$ cat config.mk
export PLATFORM = sky130hd
export DESIGN_NAME = uart_tx_cfg
export DESIGN_NICKNAME = d
export VERILOG_FILES = /design/src/rtl/uart_pkg.sv /design/src/rtl/uart_baud_tick.sv /design/src/rtl/uart_tx_cfg.sv
export SDC_FILE = /design/constraint.sdc
export NUM_CORES = 1
export LEC_CHECK = 0
export CORE_MARGIN = 10
export CORE_UTILIZATION = 59
export DETAILED_ROUTE_END_ITERATION = 16
export GPL_TIMING_DRIVEN = 0
export PLACE_DENSITY = 0.84
export SLEW_MARGIN = 20
export SYNTH_ARGS = -nofsm -noshare
export SYNTH_HDL_FRONTEND = slang
export SYNTH_HIERARCHICAL = 1
export SYNTH_SLANG_ARGS = --single-unit
$ cat constraint.sdc
create_clock -name clk -period 5.72 [get_ports clk]
set_clock_uncertainty 0.1 [all_clocks]
set_input_delay 1.43 -clock clk [delete_from_list [all_inputs] [get_ports clk]]
set_output_delay 1.43 -clock clk [all_outputs]
set_load 0.05 [all_outputs]
$ cat src/rtl/uart_pkg.sv
// UART transmitter shared definitions.
// Parity encodings, FSM states and the default oversampling factor.
package uart_pkg;

    localparam int OVS_DEF = 16;

    localparam logic [1:0] PAR_NONE = 2'd0;
    localparam logic [1:0] PAR_EVEN = 2'd1;
    localparam logic [1:0] PAR_ODD  = 2'd2;

    typedef enum logic [2:0] {
        S_IDLE,
        S_START,
        S_DATA,
        S_PARITY,
        S_STOP
    } state_t;

endpackage

$ cat src/rtl/uart_baud_tick.sv
// Restartable baud tick generator.
// Period is final_value+1 clocks; clear realigns the phase to a frame start.
module uart_baud_tick #(
    parameter int WIDTH = 10
) (
    input  logic             clk,
    input  logic             rst_n,
    input  logic             enable,
    input  logic             clear,
    input  logic [WIDTH-1:0] final_value,
    output logic             tick
);

    logic [WIDTH-1:0] r_cnt;
    logic             w_wrap;

    // >= lets a lowered final_value wrap at once instead of running to 2^WIDTH.
    assign w_wrap = (r_cnt >= final_value);
    assign tick   = enable && w_wrap;

    // Count while enabled, restart on clear or after each tick.
    always_ff @(posedge clk) begin
        if (!rst_n) begin
            r_cnt <= '0;
        end else if (clear) begin
            r_cnt <= '0;
        end else if (enable) begin
            r_cnt <= w_wrap ? '0 : r_cnt + 1'b1;
        end
    end

endmodule

$ cat src/rtl/uart_tx_cfg.sv
// Runtime-configurable UART transmitter.
// One frame per valid/ready handshake; back-to-back frames have no idle gap.
module uart_tx_cfg
    import uart_pkg::*;
#(
    parameter int WIDTH    = 10,
    parameter int DBIT_MAX = 8,
    parameter int OVS      = OVS_DEF
) (
    input  logic                clk,
    input  logic                rst_n,
    input  logic [WIDTH-1:0]    final_value,
    input  logic                enable,
    input  logic [3:0]          cfg_dbits,
    input  logic [1:0]          cfg_parity,
    input  logic                cfg_stop2,
    input  logic [DBIT_MAX-1:0] tx_din,
    input  logic                tx_valid,
    output logic                tx_ready,
    output logic                tx,
    output logic                tx_busy,
    output logic                tx_done_tick
);

    localparam int         TW   = (OVS > 1) ? $clog2(OVS) : 1;
    localparam logic [3:0] DMAX = 4'(DBIT_MAX);

    state_t              r_state;
    logic [TW-1:0]       r_tcnt;
    logic [3:0]          r_bcnt;
    logic [DBIT_MAX-1:0] r_shreg;
    logic [3:0]          r_dbits;
    logic                r_par_en;
    logic                r_par_bit;
    logic                r_stop2;
    logic                r_tx;

    logic                w_tick;
    logic                w_bit_end;
    logic                w_last;
    logic                w_ready;
    logic                w_accept;
    logic [3:0]          w_dbits;
    logic [DBIT_MAX-1:0] w_used;
    logic                w_par;

    uart_baud_tick #(.WIDTH(WIDTH)) u_tick (
        .clk         (clk),
        .rst_n       (rst_n),
        .enable      (enable),
        .clear       (w_accept),
        .final_value (final_value),
        .tick        (w_tick)
    );

    assign w_bit_end = w_tick && (r_tcnt == TW'(OVS - 1));
    assign w_last    = (r_state == S_STOP) && w_bit_end &&
                       (r_bcnt == {3'b000, r_stop2});
    assign w_ready   = (r_state == S_IDLE) || w_last;
    assign w_accept  = rst_n && tx_valid && w_ready;

    assign w_dbits = ((cfg_dbits < 4'd5) || (cfg_dbits > DMAX)) ?
                     DMAX : cfg_dbits;

    // Parity covers only the data bits that will actually be sent.
    always_comb begin
        w_used = '0;
        for (int i = 0; i < DBIT_MAX; i++) begin
            w_used[i] = tx_din[i] & (i < int'(w_dbits));
        end
        w_par = (^w_used) ^ (cfg_parity == PAR_ODD);
    end

    // Frame sequencer: latch on accept, step one bit every OVS ticks.
    always_ff @(posedge clk) begin
        if (!rst_n) begin
            r_state   <= S_IDLE;
            r_tx      <= 1'b1;
            r_tcnt    <= '0;
            r_bcnt    <= '0;
            r_shreg   <= '0;
            r_dbits   <= DMAX;
            r_par_en  <= 1'b0;
            r_par_bit <= 1'b0;
            r_stop2   <= 1'b0;
        end else if (w_accept) begin
            r_state   <= S_START;
            r_tx      <= 1'b0;
            r_tcnt    <= '0;
            r_bcnt    <= '0;
            r_shreg   <= tx_din;
            r_dbits   <= w_dbits;
            r_par_en  <= (cfg_parity == PAR_EVEN) ||
                         (cfg_parity == PAR_ODD);
            r_par_bit <= w_par;
            r_stop2   <= cfg_stop2;
        end else if (w_tick && (r_state != S_IDLE)) begin
            r_tcnt <= w_bit_end ? '0 : r_tcnt + 1'b1;
            if (w_bit_end) begin
                case (r_state)
                    S_START: begin
                        r_state <= S_DATA;
                        r_tx    <= r_shreg[0];
                        r_bcnt  <= '0;
                    end
                    S_DATA: begin
                        if (r_bcnt == r_dbits - 4'd1) begin
                            r_bcnt <= '0;
                            if (r_par_en) begin
                                r_state <= S_PARITY;
                                r_tx    <= r_par_bit;
                            end else begin
                                r_state <= S_STOP;
                                r_tx    <= 1'b1;
                            end
                        end else begin
                            r_bcnt  <= r_bcnt + 4'd1;
                            r_shreg <= r_shreg >> 1;
                            r_tx    <= r_shreg[1];
                        end
                    end
                    S_PARITY: begin
                        r_state <= S_STOP;
                        r_tx    <= 1'b1;
                        r_bcnt  <= '0;
                    end
                    S_STOP: begin
                        if (w_last) begin
                            r_state <= S_IDLE;
                            r_tx    <= 1'b1;
                        end else begin
                            r_bcnt <= r_bcnt + 4'd1;
                        end
                    end
                    default: r_state <= S_IDLE;
                endcase
            end
        end
    end

    assign tx           = r_tx;
    assign tx_ready     = w_ready;
    assign tx_busy      = (r_state != S_IDLE);
    assign tx_done_tick = w_last;

endmodule
Word-level counts from Yosys, hierarchy flattened
Cells that the tools add are included.

operators by class
  $add $sub $neg = 4
  order comparisons = 11
  eq/ne operators = 15
  mux-type cells = 25
  bitwise logic cells = 10
  reduce and logical (&&, ||, !) cells = 25

operators with widths
  operator                                             number
  two-way mux 8 bit                                    5
  AND reduction 4 bit                                  5
  < comparator 3 x 4 -> 1 bit, first input constant    4
  two-way mux 4 bit                                    4
  case mux 3 bit (4 select lines)                      1
  case mux 4 bit (3 select lines)                      1
  adder 10 x 1 -> 10 bit, second input constant        1
  greater-or-equal comparator 10 bit                   1
  two-way mux 10 bit                                   1
  two-way mux 1 bit                                    9
  two-way mux 3 bit                                    3
  adder 4 x 1 -> 4 bit, second input constant          2
  AND 1 bit                                            8
  < comparator 1 x 4 -> 1 bit, first input constant    2
  < comparator 2 x 4 -> 1 bit, first input constant    2
  XOR reduction 8 bit                                  1
  logical AND 1 bit                                    7
  equality test 3 x 2 -> 1 bit, second input constant  2
  != test 2 bit, second input constant                 3
  != test 3 x 2 -> 1 bit, second input constant        2
  nonzero test 2 bit                                   3
  nonzero test 3 bit                                   2
  nonzero test 5 bit                                   1
  equality test 4 x 1 -> 1 bit                         1
  other kinds (16)                                     19

word-level totals
  flip-flop bits (word level) = 37
  input bits = 29
  output and inout bits = 4
  logic and storage cells = 101

Longest topological paths before layout
Gate-level depths: netlist of the first run.

  depth after elaboration = 10
  mapped depth = 15
  mapped depth without buffers = 13

Cells and area by module
Netlist of the first run, hierarchy kept.

modules (own cells, without submodules)
  module          times used  cells an instance  area an instance (µm²)  seq. area each (µm²)
  uart_tx_cfg     1           200                1,705.4                 540.5
  uart_baud_tick  1           83                 703.2                   200.2

Worst setup path before layout of the first run
OpenSTA, ideal clock, no wires.

  kind = input -> output
  from = input port final_value[9]
  to = output port tx_ready
  arrival = 4.193 ns
  data required time = 4.190 ns
  path slack = -0.003 ns
  cell stages on the path = 10
  buffers on the path = 1
  cells stage by stage = inv_1 -> ha_1 -> and4_1 -> o311a_1 -> a311oi_4 -> nor2_1 -> and4_1 -> buf_6 -> nand3_1 -> a21boi_0

on the way
  longest elaborated chain between the ends = 6

ends and longest elaborated chain
  what                                RTL line              source
  from (decl)                         uart_tx_cfg.sv:12     input logic [WIDTH-1:0] final_value,
  greater-or-equal comparator 10 bit  uart_baud_tick.sv:18  assign w_wrap = (r_cnt >= final_value);
  logical AND 1 bit                   uart_baud_tick.sv:19  assign tick = enable && w_wrap;
  net w_tick                          uart_tx_cfg.sv:38     logic w_tick;
  logical AND 1 bit                   uart_tx_cfg.sv:56     assign w_bit_end = w_tick && (r_tcnt == TW'(OVS - 1));
  logical AND 1 bit (2 in series)     uart_tx_cfg.sv:57     assign w_last = (r_state == S_STOP) && w_bit_end &&
  logical OR 1 bit                    uart_tx_cfg.sv:59     assign w_ready = (r_state == S_IDLE) || w_last;
  to (decl)                           uart_tx_cfg.sv:19     output logic tx_ready,

The timed path passes the listed nets, and every way through them passes these cells.

Worst setup path in the final report of the first run
  from = input port final_value[3]
  to = output port tx_ready

Same word-level chain as after synthesis.

==> results.sh, run 1 <==
export IMPL_wire_per_inst_um=14.1
export IMPL_first_global_vias=2098
export IMPL_synth_xor_xnor_area_share_pct=9.40
export IMPL_initial_utilization_pct=60.6
export IMPL_drc=0
export IMPL_syn2layout_area_growth_pct=20.0
export IMPL_grt_pass1_wl_um=9370
export IMPL_root_buffer="clkbuf_8"
export IMPL_hold_buffers=0
export IMPL_rows=23
export IMPL_die_height_um=83.9
export IMPL_hold_viol=0
export IMPL_arrival_ps=3980
export IMPL_hold_start="r_par_bit$_SDFFE_PN0P_"
export IMPL_synth_common_cells="dfxtp_1, nor2_1, nand2_1"
export IMPL_start_kind="primary input"
export IMPL_slowest_stage="clkdlybuf4s50_1"
export IMPL_drt_pre_antenna_iters=4
export IMPL_maxSlewViolCount=0
export IMPL_syn_nets=327
export IMPL_grt_use_total_pct=15.4
export IMPL_synth_top_family_by_area="simple AND/OR/NAND/NOR gates"
export IMPL_cts_buffers=5
export IMPL_detail_route_antenna_nets=0
export IMPL_endpoint_kind="primary output"
export IMPL_synth_compound_area_share_pct=19.9
export IMPL_drtIter0Drc=90
export IMPL_r2r_start="u_tick/r_cnt[0]$_SDFFE_PP0P_"
export IMPL_path_cells="clkdlybuf4s50_1 > inv_1 > ha_1 > and3_1 > o311a_1 > a311oi_4 > nor2_4 > and4_1 > buf_6 > nand3_2 > a21boi_1 > clkbuf_4"
export IMPL_status="completed"
export IMPL_htree_levels=2
export IMPL_hold_class="reg2reg"
export IMPL_vdd_drop_max_mv=0.130
export IMPL_r2r_end="u_tick/r_cnt[3]$_SDFFE_PP0P_"
export IMPL_gp_congestion=0.836
export IMPL_p_per_area_nw_per_um2=194
export IMPL_synthesis_area_sq_um=2410
export IMPL_die_area_sq_um=7040
export IMPL_crit_required_ps=4190
export IMPL_muxShareOfSynthArea_pct=3.79
export IMPL_syn_inst=283
export IMPL_synth_flop_cell="dfxtp_1"
export IMPL_max_freq_mhz=182
export IMPL_insertion_delay_ps=290
export IMPL_async_flop_share_pct=0
export IMPL_cts_sinks=37
export IMPL_place_hpwl_um=4020
export IMPL_cp_max_fo=6
export IMPL_cts_clk_slew_worst_paths_ps=70
export IMPL_synthAdderAreaFrac_pct=7.79
export IMPL_io_pins=33
export IMPL_antenna_found_initial=0
export IMPL_tightest_slew_ps=582
export IMPL_ff2ff_setup_slack_ps=2370
export IMPL_yosysTopAreaCell="dfxtp_1"
export IMPL_cts_buffer_depth=2
export IMPL_num_vias=2127
export IMPL_period_share_pct=96.3
export IMPL_startpoint="final_value[3]"
export IMPL_cts_tree="built"
export IMPL_dp_cells=365
export IMPL_synth_edff_count=0
export IMPL_yosysWarnings=6
export IMPL_synth_top_area_share_pct=30.8
export IMPL_leakagePower_nw=1.12
export IMPL_synthTopCellsByArea="dfxtp_1, ha_1, xnor2_1"
export IMPL_rr_worst_depth=15
export IMPL_power_w=0.000560
export IMPL_die_width_um=83.9
export IMPL_ys_seq_area_share_pct=30.8
export IMPL_grt_max_degree=13
export IMPL_cap_violations=0
export IMPL_cpPeakStageDelay_ps=450
export IMPL_finalSetupViolCount=0
export IMPL_grt_remaining_overflow=0
export IMPL_rsz0062_at_grt="false"
export IMPL_yosysMostFrequentCell="dfxtp_1"
export IMPL_whs_path_depth=2
export IMPL_path_class="in2out"
export IMPL_drive_above_1_share_pct=9.88
export IMPL_worstHoldEndpoint="r_par_bit$_SDFFE_PN0P_"
export IMPL_viasPerCell=5.69
export IMPL_synth_cell_types=59
export IMPL_fin_crit_ps=5510
export IMPL_synth_simple_area_share_pct=21.9
export IMPL_wl_um=5290
export IMPL_fp_coreArea_sq_um=3970
export IMPL_finalNonFillerCells=374
export IMPL_slew_headroom_pct=61.0
export IMPL_syn_area_per_cell_sq_um=8.51
export IMPL_io_buffers=32
export IMPL_finalNetCount=367
export IMPL_synth_seq_cells=37
export IMPL_antennaDiodeCount=0
-- cell usage in the layout (no fill, tap or decap), drive strengths merged, types with 3 or more instances in the layout --
cell type / instances
dfxtp: 37
or3: 3
a311oi: 4
clkdlybuf4s50: 30
a211oi: 9
o21ai: 3
or2: 3
nand3: 8
and2: 3
buf: 5
ha: 15
xor2: 8
nor3: 6
nand4: 7
nor2: 30
nand3b: 3
mux2i: 8
a21oi: 21
o32a: 3
xnor2: 15
clkbuf: 12
nand2: 26
inv: 21
-- cell type report --
type | count | area, sq um
multi-input combinational | 215 | 1530
fill | 312 | 1080
sequential | 37 | 741
timing repair buffer | 33 | 320
inverter | 21 | 78.8
buffer | 10 | 76.3
clock buffer | 5 | 68.8
tap | 50 | 62.6
clock inverter | 3 | 17.5
-- metal layers --
| layer | track usage, % | share of wire [%] |
|---|---|---|
| met5 | 0 | 0 |
| met1 | 17.3 | 44 |
| met4 | 4.26 | 1.3 |
| met2 | 27.0 | 50 |
| met3 | 5.18 | 5.1 |
-- cells by family (layout without fill, tap and decap cells) --
logic type | Yosys count | count (layout)
DFF | 37 | 37
adders and majority gates | 15 | 15
AOI/OAI and AO/OA | 63 | 63
muxes | 9 | 9
xor gates and xnor gates | 24 | 24
and+or+nand+nor | 104 | 104
buffers and inverters | 31 | 72
-- worst max-delay path by stage --
| stage | slack, ps | endpoint |
|---|---|---|
| detailed placement | -570 | tx_ready |
| global placement | -490 | tx_ready |
| floorplan | 370 | tx_ready |
| global route | 100 | tx_ready |
| CTS | 30 | tx_done_tick |
| finish | 210 | tx_ready |
-- sequential cells by signal, indices dropped and copies added (netlist names) --
name and cells:
r_bcnt 4, r_tcnt 4, tx 1, u_tick/r_cnt 10
r_stop2 1, r_shreg 8, r_dbits 4, r_state 3
r_par_bit 1, r_par_en 1
-- critical path, delay by kind of cell --
| kind | cells | cell delay, ps |
|---|---|---|
| AND/OR/NAND/NOR | 4 | 590 |
| buffers and inverters | 4 | 850 |
| AO/OA/AOI/OAI | 3 | 800 |
| adder cells (fa/ha/maj) | 1 | 300 |
-- metrics by stage --
step                hold slack (ps)  utilization (%)  TNS, ps  setup WS, ps  area, sq um
floorplan                       342                -        0           366         2410
global placement                361             70.3     -925          -489         2790
detailed placement              363             70.3    -1090          -573         2790
CTS                             373             72.6        0          30.0         2880
global route                    410             72.8        0          97.0         2890
finish                          368             72.8        0           214         2890
-- power breakdown --
group          switching (W)  internal [W]  total (W)
Sequential        0.00000660      0.000267   0.000274
Combinational      0.0000510     0.0000533   0.000104
Clock              0.0000974     0.0000841   0.000181
Total               0.000155      0.000405   0.000560
-- repair_timing --
item | CTS | global route
buffers inserted | 1 | 0
gates resized for setup | 9 | 5
pin swaps | 1 | 0
endpoints found under the setup margin | 2 | 2
Note: power is estimated with default switching activity, not from simulation.
==> run 2, diff against run 1 <==
==> constraint.sdc (replaced) <==
create_clock -name clk -period 5.72 [get_ports clk]
set_clock_uncertainty 0.1 [all_clocks]
set_input_delay 1.43 -clock clk [delete_from_list [all_inputs] [get_ports clk]]
set_output_delay 1.43 -clock clk [all_outputs]
set_load 0.01 [all_outputs]
==> results.sh, run 2 (synthesis gave the netlist of run 1 again) <==
export IMPL_status="completed"
export IMPL_drt_pre_antenna_iters=4
export IMPL_cts_buffer_depth=2
export IMPL_grt_use_total_pct=15.6
export IMPL_die_height_um=83.9
export IMPL_cts_sinks=37
export IMPL_fin_crit_ps=5620
export IMPL_detail_route_antenna_nets=0
export IMPL_ff2ff_setup_slack_ps=2400
export IMPL_maxSlewViolCount=0
export IMPL_insertion_delay_ps=290
export IMPL_viasPerCell=5.81
export IMPL_crit_required_ps=4190
export IMPL_drtIter0Drc=134
export IMPL_layout_common_cells="dfxtp_1, clkdlybuf4s50_1, nor2_1, nand2_1"
export IMPL_first_global_vias=2134
export IMPL_die_width_um=83.9
export IMPL_max_freq_mhz=178
export IMPL_top_register="u_tick/r_cnt"
export IMPL_hold_viol=0
export IMPL_hold_class="reg2reg"
export IMPL_drc=0
export IMPL_period_share_pct=98.2
export IMPL_timing_final_ws_setup_ps=102
export IMPL_io_pins=33
export IMPL_largest_reg_flops=10
export IMPL_htree_levels=2
export IMPL_post_place_ws_ps=-314
export IMPL_vdd_drop_max_mv=0.114
export IMPL_arrival_ps=4090
export IMPL_path_class="in2out"
export IMPL_gp_congestion=0.839
export IMPL_cts_clk_slew_worst_paths_ps=70
export IMPL_finalSetupViolCount=0
export IMPL_die_area_sq_um=7040
export IMPL_holdWs_ps=366
export IMPL_rsz0062_at_grt="false"
export IMPL_grt_remaining_overflow=0
export IMPL_syn2layout_area_growth_pct=21.1
export IMPL_place_area_sq_um=2790
export IMPL_endpoint_kind="primary output"
export IMPL_grt_max_degree=11
export IMPL_io_buffers=32
export IMPL_leakagePower_nw=1.12
export IMPL_antennaDiodeCount=0
export IMPL_slew_headroom_pct=60.7
export IMPL_fp_coreArea_sq_um=3970
export IMPL_cts_buffers=5
export IMPL_stdcell_area_sq_um=2920
export IMPL_antenna_found_initial=0
export IMPL_rows=23
export IMPL_start_kind="primary input"
export IMPL_setup_tns_final_ps=0
export IMPL_cp_max_fo=6
export IMPL_root_buffer="clkbuf_8"
export IMPL_wl_um=5460
export IMPL_wire_per_inst_um=14.5
export IMPL_tightest_slew_ps=584
export IMPL_finalNetCount=369
export IMPL_place_hpwl_um=4110
export IMPL_grt_pass1_wl_um=9450
export IMPL_num_vias=2183
export IMPL_reg_largest_list="u_tick/r_cnt x10, r_shreg x8"
export IMPL_initial_utilization_pct=60.6
export IMPL_mostFrequentLayoutCell="dfxtp_1"
export IMPL_p_per_area_nw_per_um2=189
export IMPL_cts_tree="built"
export IMPL_cap_violations=0
export IMPL_drive_above_1_share_pct=9.51
run 2: final cells by class:
cell class | count | area [sq um]
repair buffers | 35 | 342
fillers | 325 | 1050
flip-flops and latches | 37 | 741
clock buffers | 8 | 80.1
well taps | 50 | 62.6
multi-input cells | 215 | 1540
plain buffers | 10 | 76.3
inverters | 21 | 78.8
run 2: final timing paths:
kind,end,cells past startpoint,start
setup / recovery,tx_done_tick,12,final_value[4]
hold / removal,r_par_bit$_SDFFE_PN0P_,2,r_par_bit$_SDFFE_PN0P_
setup reg to reg,u_tick/r_cnt[6]$_SDFFE_PP0P_,15,u_tick/r_cnt[0]$_SDFFE_PP0P_
hold reg to reg,r_par_bit$_SDFFE_PN0P_,2,r_par_bit$_SDFFE_PN0P_
run 2: where the power goes:
group / total (W) / switching [W] / internal, W
clock: 0.000177 / 0.0000905 / 0.0000865
combinational: 0.0000992 / 0.0000458 / 0.0000534
sequential: 0.000275 / 0.00000726 / 0.000267
total: 0.000551 / 0.000144 / 0.000407
run 2: stage by stage:
step                util [%]  power, W  instances
finish                  73.5  0.000551        376
CTS                     73.0  0.000555        375
detailed placement      70.3  0.000378        365
global placement        70.3  0.000376        365
global route            73.5  0.000579        376
floorplan                  -  0.000339        283
run 2: critical path: stages:
cell and delay, ps:
clkdlybuf4s50_1 460, inv_1 40, ha_1 300, and3_1 150, o311a_1 360, a311oi_4 290, nor2_4 90, and4_1 210
buf_6 130, nand3_4 110, nor2_2 50, clkdlybuf4s50_1 470
run 2: routing by layer:
layer / global-route usage [%] / wire length, um / up-vias
li1: - / - / 1091
met1: 17.4 / 2380 / 1044
met2: 27.5 / 2780 / 40
met3: 4.59 / 240 / 8
met4: 4.72 / 64 / 0
met5: 0 / 0 / -
run 2: repair_timing:
item                                    in CTS  in global routing
resized for setup                            4                  4
pin swaps                                    1                  3
hold endpoints to repair                     0                  0
hold buffers                                 0                  0
endpoints found under the setup margin       2                  1
buffers inserted                             2                  1
==> run 3, diff against run 2 <==
--- a/config.mk
+++ b/config.mk
@@ -10,6 +10,7 @@
 export DETAILED_ROUTE_END_ITERATION = 16
 export GPL_TIMING_DRIVEN = 0
 export PLACE_DENSITY = 0.84
+export RECOVER_POWER = 25
 export SLEW_MARGIN = 20
 export SYNTH_ARGS = -nofsm -noshare
 export SYNTH_HDL_FRONTEND = slang
==> results.sh, run 3 (synthesis gave the netlist of run 1 again) <==
export IMPL_cts_clk_slew_worst_paths_ps=70
export IMPL_rsz0062_at_grt="false"
export IMPL_start_kind="primary input"
export IMPL_r2r_start="u_tick/r_cnt[0]$_SDFFE_PP0P_"
export IMPL_io_buffers=32
export IMPL_period_share_pct=98.2
export IMPL_cts_tree="built"
export IMPL_crit_end="tx_done_tick"
export IMPL_hold_viol=0
export IMPL_finalSetupViolCount=0
export IMPL_dp_cells=365
export IMPL_cts_sinks=37
export IMPL_io_pins=33
export IMPL_drc=0
export IMPL_insertion_delay_ps=290
export IMPL_maxSlewViolCount=0
export IMPL_place_hpwl_um=4110
export IMPL_startpoint="final_value[4]"
export IMPL_antenna_found_initial=0
export IMPL_grt_pass1_wl_um=9450
export IMPL_tightest_slew_ps=582
export IMPL_ff2ff_setup_slack_ps=2180
export IMPL_finalNetCount=369
export IMPL_cp_max_fo=6
export IMPL_reg_largest_list="u_tick/r_cnt x10, r_shreg x8"
export IMPL_die_height_um=83.9
export IMPL_gp_congestion=0.839
export IMPL_hold_start="r_par_bit$_SDFFE_PN0P_"
export IMPL_fillCellCount=327
export IMPL_cts_buffer_depth=2
export IMPL_power_w=0.000550
export IMPL_cap_violations=0
export IMPL_wl_um=5450
export IMPL_die_area_sq_um=7040
export IMPL_drt_pre_antenna_iters=4
export IMPL_finalNonFillerCells=376
export IMPL_drive_above_1_share_pct=8.90
export IMPL_fin_crit_ps=5620
export IMPL_drtIter0Drc=134
export IMPL_crit_required_ps=4190
export IMPL_leakagePower_nw=1.12
export IMPL_syn2layout_area_growth_pct=21.0
export IMPL_r2r_end="u_tick/r_cnt[6]$_SDFFE_PP0P_"
export IMPL_grt_remaining_overflow=0
export IMPL_status="completed"
export IMPL_grt_max_degree=11
export IMPL_grt_use_total_pct=15.6
export IMPL_slew_headroom_pct=60.9
export IMPL_stdcell_area_sq_um=2920
export IMPL_rows=23
export IMPL_hold_buffers=0
export IMPL_max_freq_mhz=178
export IMPL_die_width_um=83.9
export IMPL_cts_buffers=5
export IMPL_arrival_ps=4090
export IMPL_place_area_sq_um=2790
export IMPL_endpoint_kind="primary output"
export IMPL_path_class="in2out"
export IMPL_mostFrequentLayoutCell="dfxtp_1"
export IMPL_initial_utilization_pct=60.6
export IMPL_wire_per_inst_um=14.5
export IMPL_antennaDiodeCount=0
export IMPL_root_buffer="clkbuf_8"
export IMPL_htree_levels=2
export IMPL_vdd_drop_max_mv=0.114
export IMPL_fp_coreArea_sq_um=3970
export IMPL_rr_worst_depth=15
export IMPL_top_register="u_tick/r_cnt"
export IMPL_p_per_area_nw_per_um2=189
export IMPL_holdWs_ps=366
export IMPL_first_global_vias=2134
export IMPL_largest_reg_flops=10
export IMPL_num_vias=2191
export IMPL_hold_class="reg2reg"
export IMPL_setup_tns_final_ps=0
export IMPL_detail_route_antenna_nets=0
export IMPL_viasPerCell=5.83
export IMPL_layout_common_cells="dfxtp_1, clkdlybuf4s50_1, nor2_1, nand2_1"
run 3: cell count changes in the layout (fill, tap and decap cells not counted):
cell             before  now
clkbuf_1              9   11
clkdlybuf4s50_1      31   29
buf_2                 2    0
dlygate4sd3_1         0    2
run 3: how the worst min path moves through the flow:
stage                                   to  slack, ps  depth (start not counted)
finish              r_par_bit$_SDFFE_PN0P_        370                          2
CTS                 r_par_bit$_SDFFE_PN0P_        370                          2
global placement    r_par_bit$_SDFFE_PN0P_        360                          2
detailed placement  r_par_bit$_SDFFE_PN0P_        360                          2
floorplan           r_par_bit$_SDFFE_PN0P_        340                          2
global route        r_par_bit$_SDFFE_PN0P_        410                          2
run 3: metal layers:
layer,global-route usage [%],share of wire (%),up-vias
met4,4.72,1.1,0
met3,4.59,4.3,6
met2,27.5,51,42
met5,0,0,-
li1,-,-,1094
met1,17.4,43,1049
run 3: where the power goes:
part           internal [W]  switching (W)  leakage (nW)
clock             0.0000865      0.0000904        0.0395
sequential         0.000267     0.00000724         0.301
combinational     0.0000526      0.0000458         0.777
run 3: cell type report:
type                            instances  area, sq um  share of cell area [%]
Tap cell                               50         62.6                    2.15
Buffer                                 10         73.8                    2.53
Sequential cell                        37          741                    25.4
Inverter                               21         78.8                    2.70
Timing Repair Buffer                   35          342                    11.7
Multi-Input combinational cell        215         1540                    52.7
Clock buffer                            8         80.1                    2.75
run 3: metrics by stage:
step	worst slack, ps	util (%)
6_report	104	73.4
4_1_cts	13.4	73.0
3_3_place_gp	-250	70.3
2_1_floorplan	834	-
3_5_place_dp	-314	70.3
5_1_grt	9.73	73.4
run 3: critical path, cell delays in order:
cell	delay, ps
clkdlybuf4s50_1	460
inv_1	40
ha_1	300
and3_1	150
o311a_1	360
a311oi_4	290
nor2_4	90
and4_1	210
buf_6	140
nand3_4	110
nor2_2	50
clkdlybuf4s50_1	470
run 3: what timing repair did:
| item | in CTS | in global routing |
|---|---|---|
| resized for setup | 4 | 4 |
| buffers inserted | 2 | 1 |
| gates cloned | 0 | 0 |
| endpoints found under the hold margin | 0 | 0 |
| pin swaps | 1 | 3 |
| setup endpoints to repair | 2 | 1 |
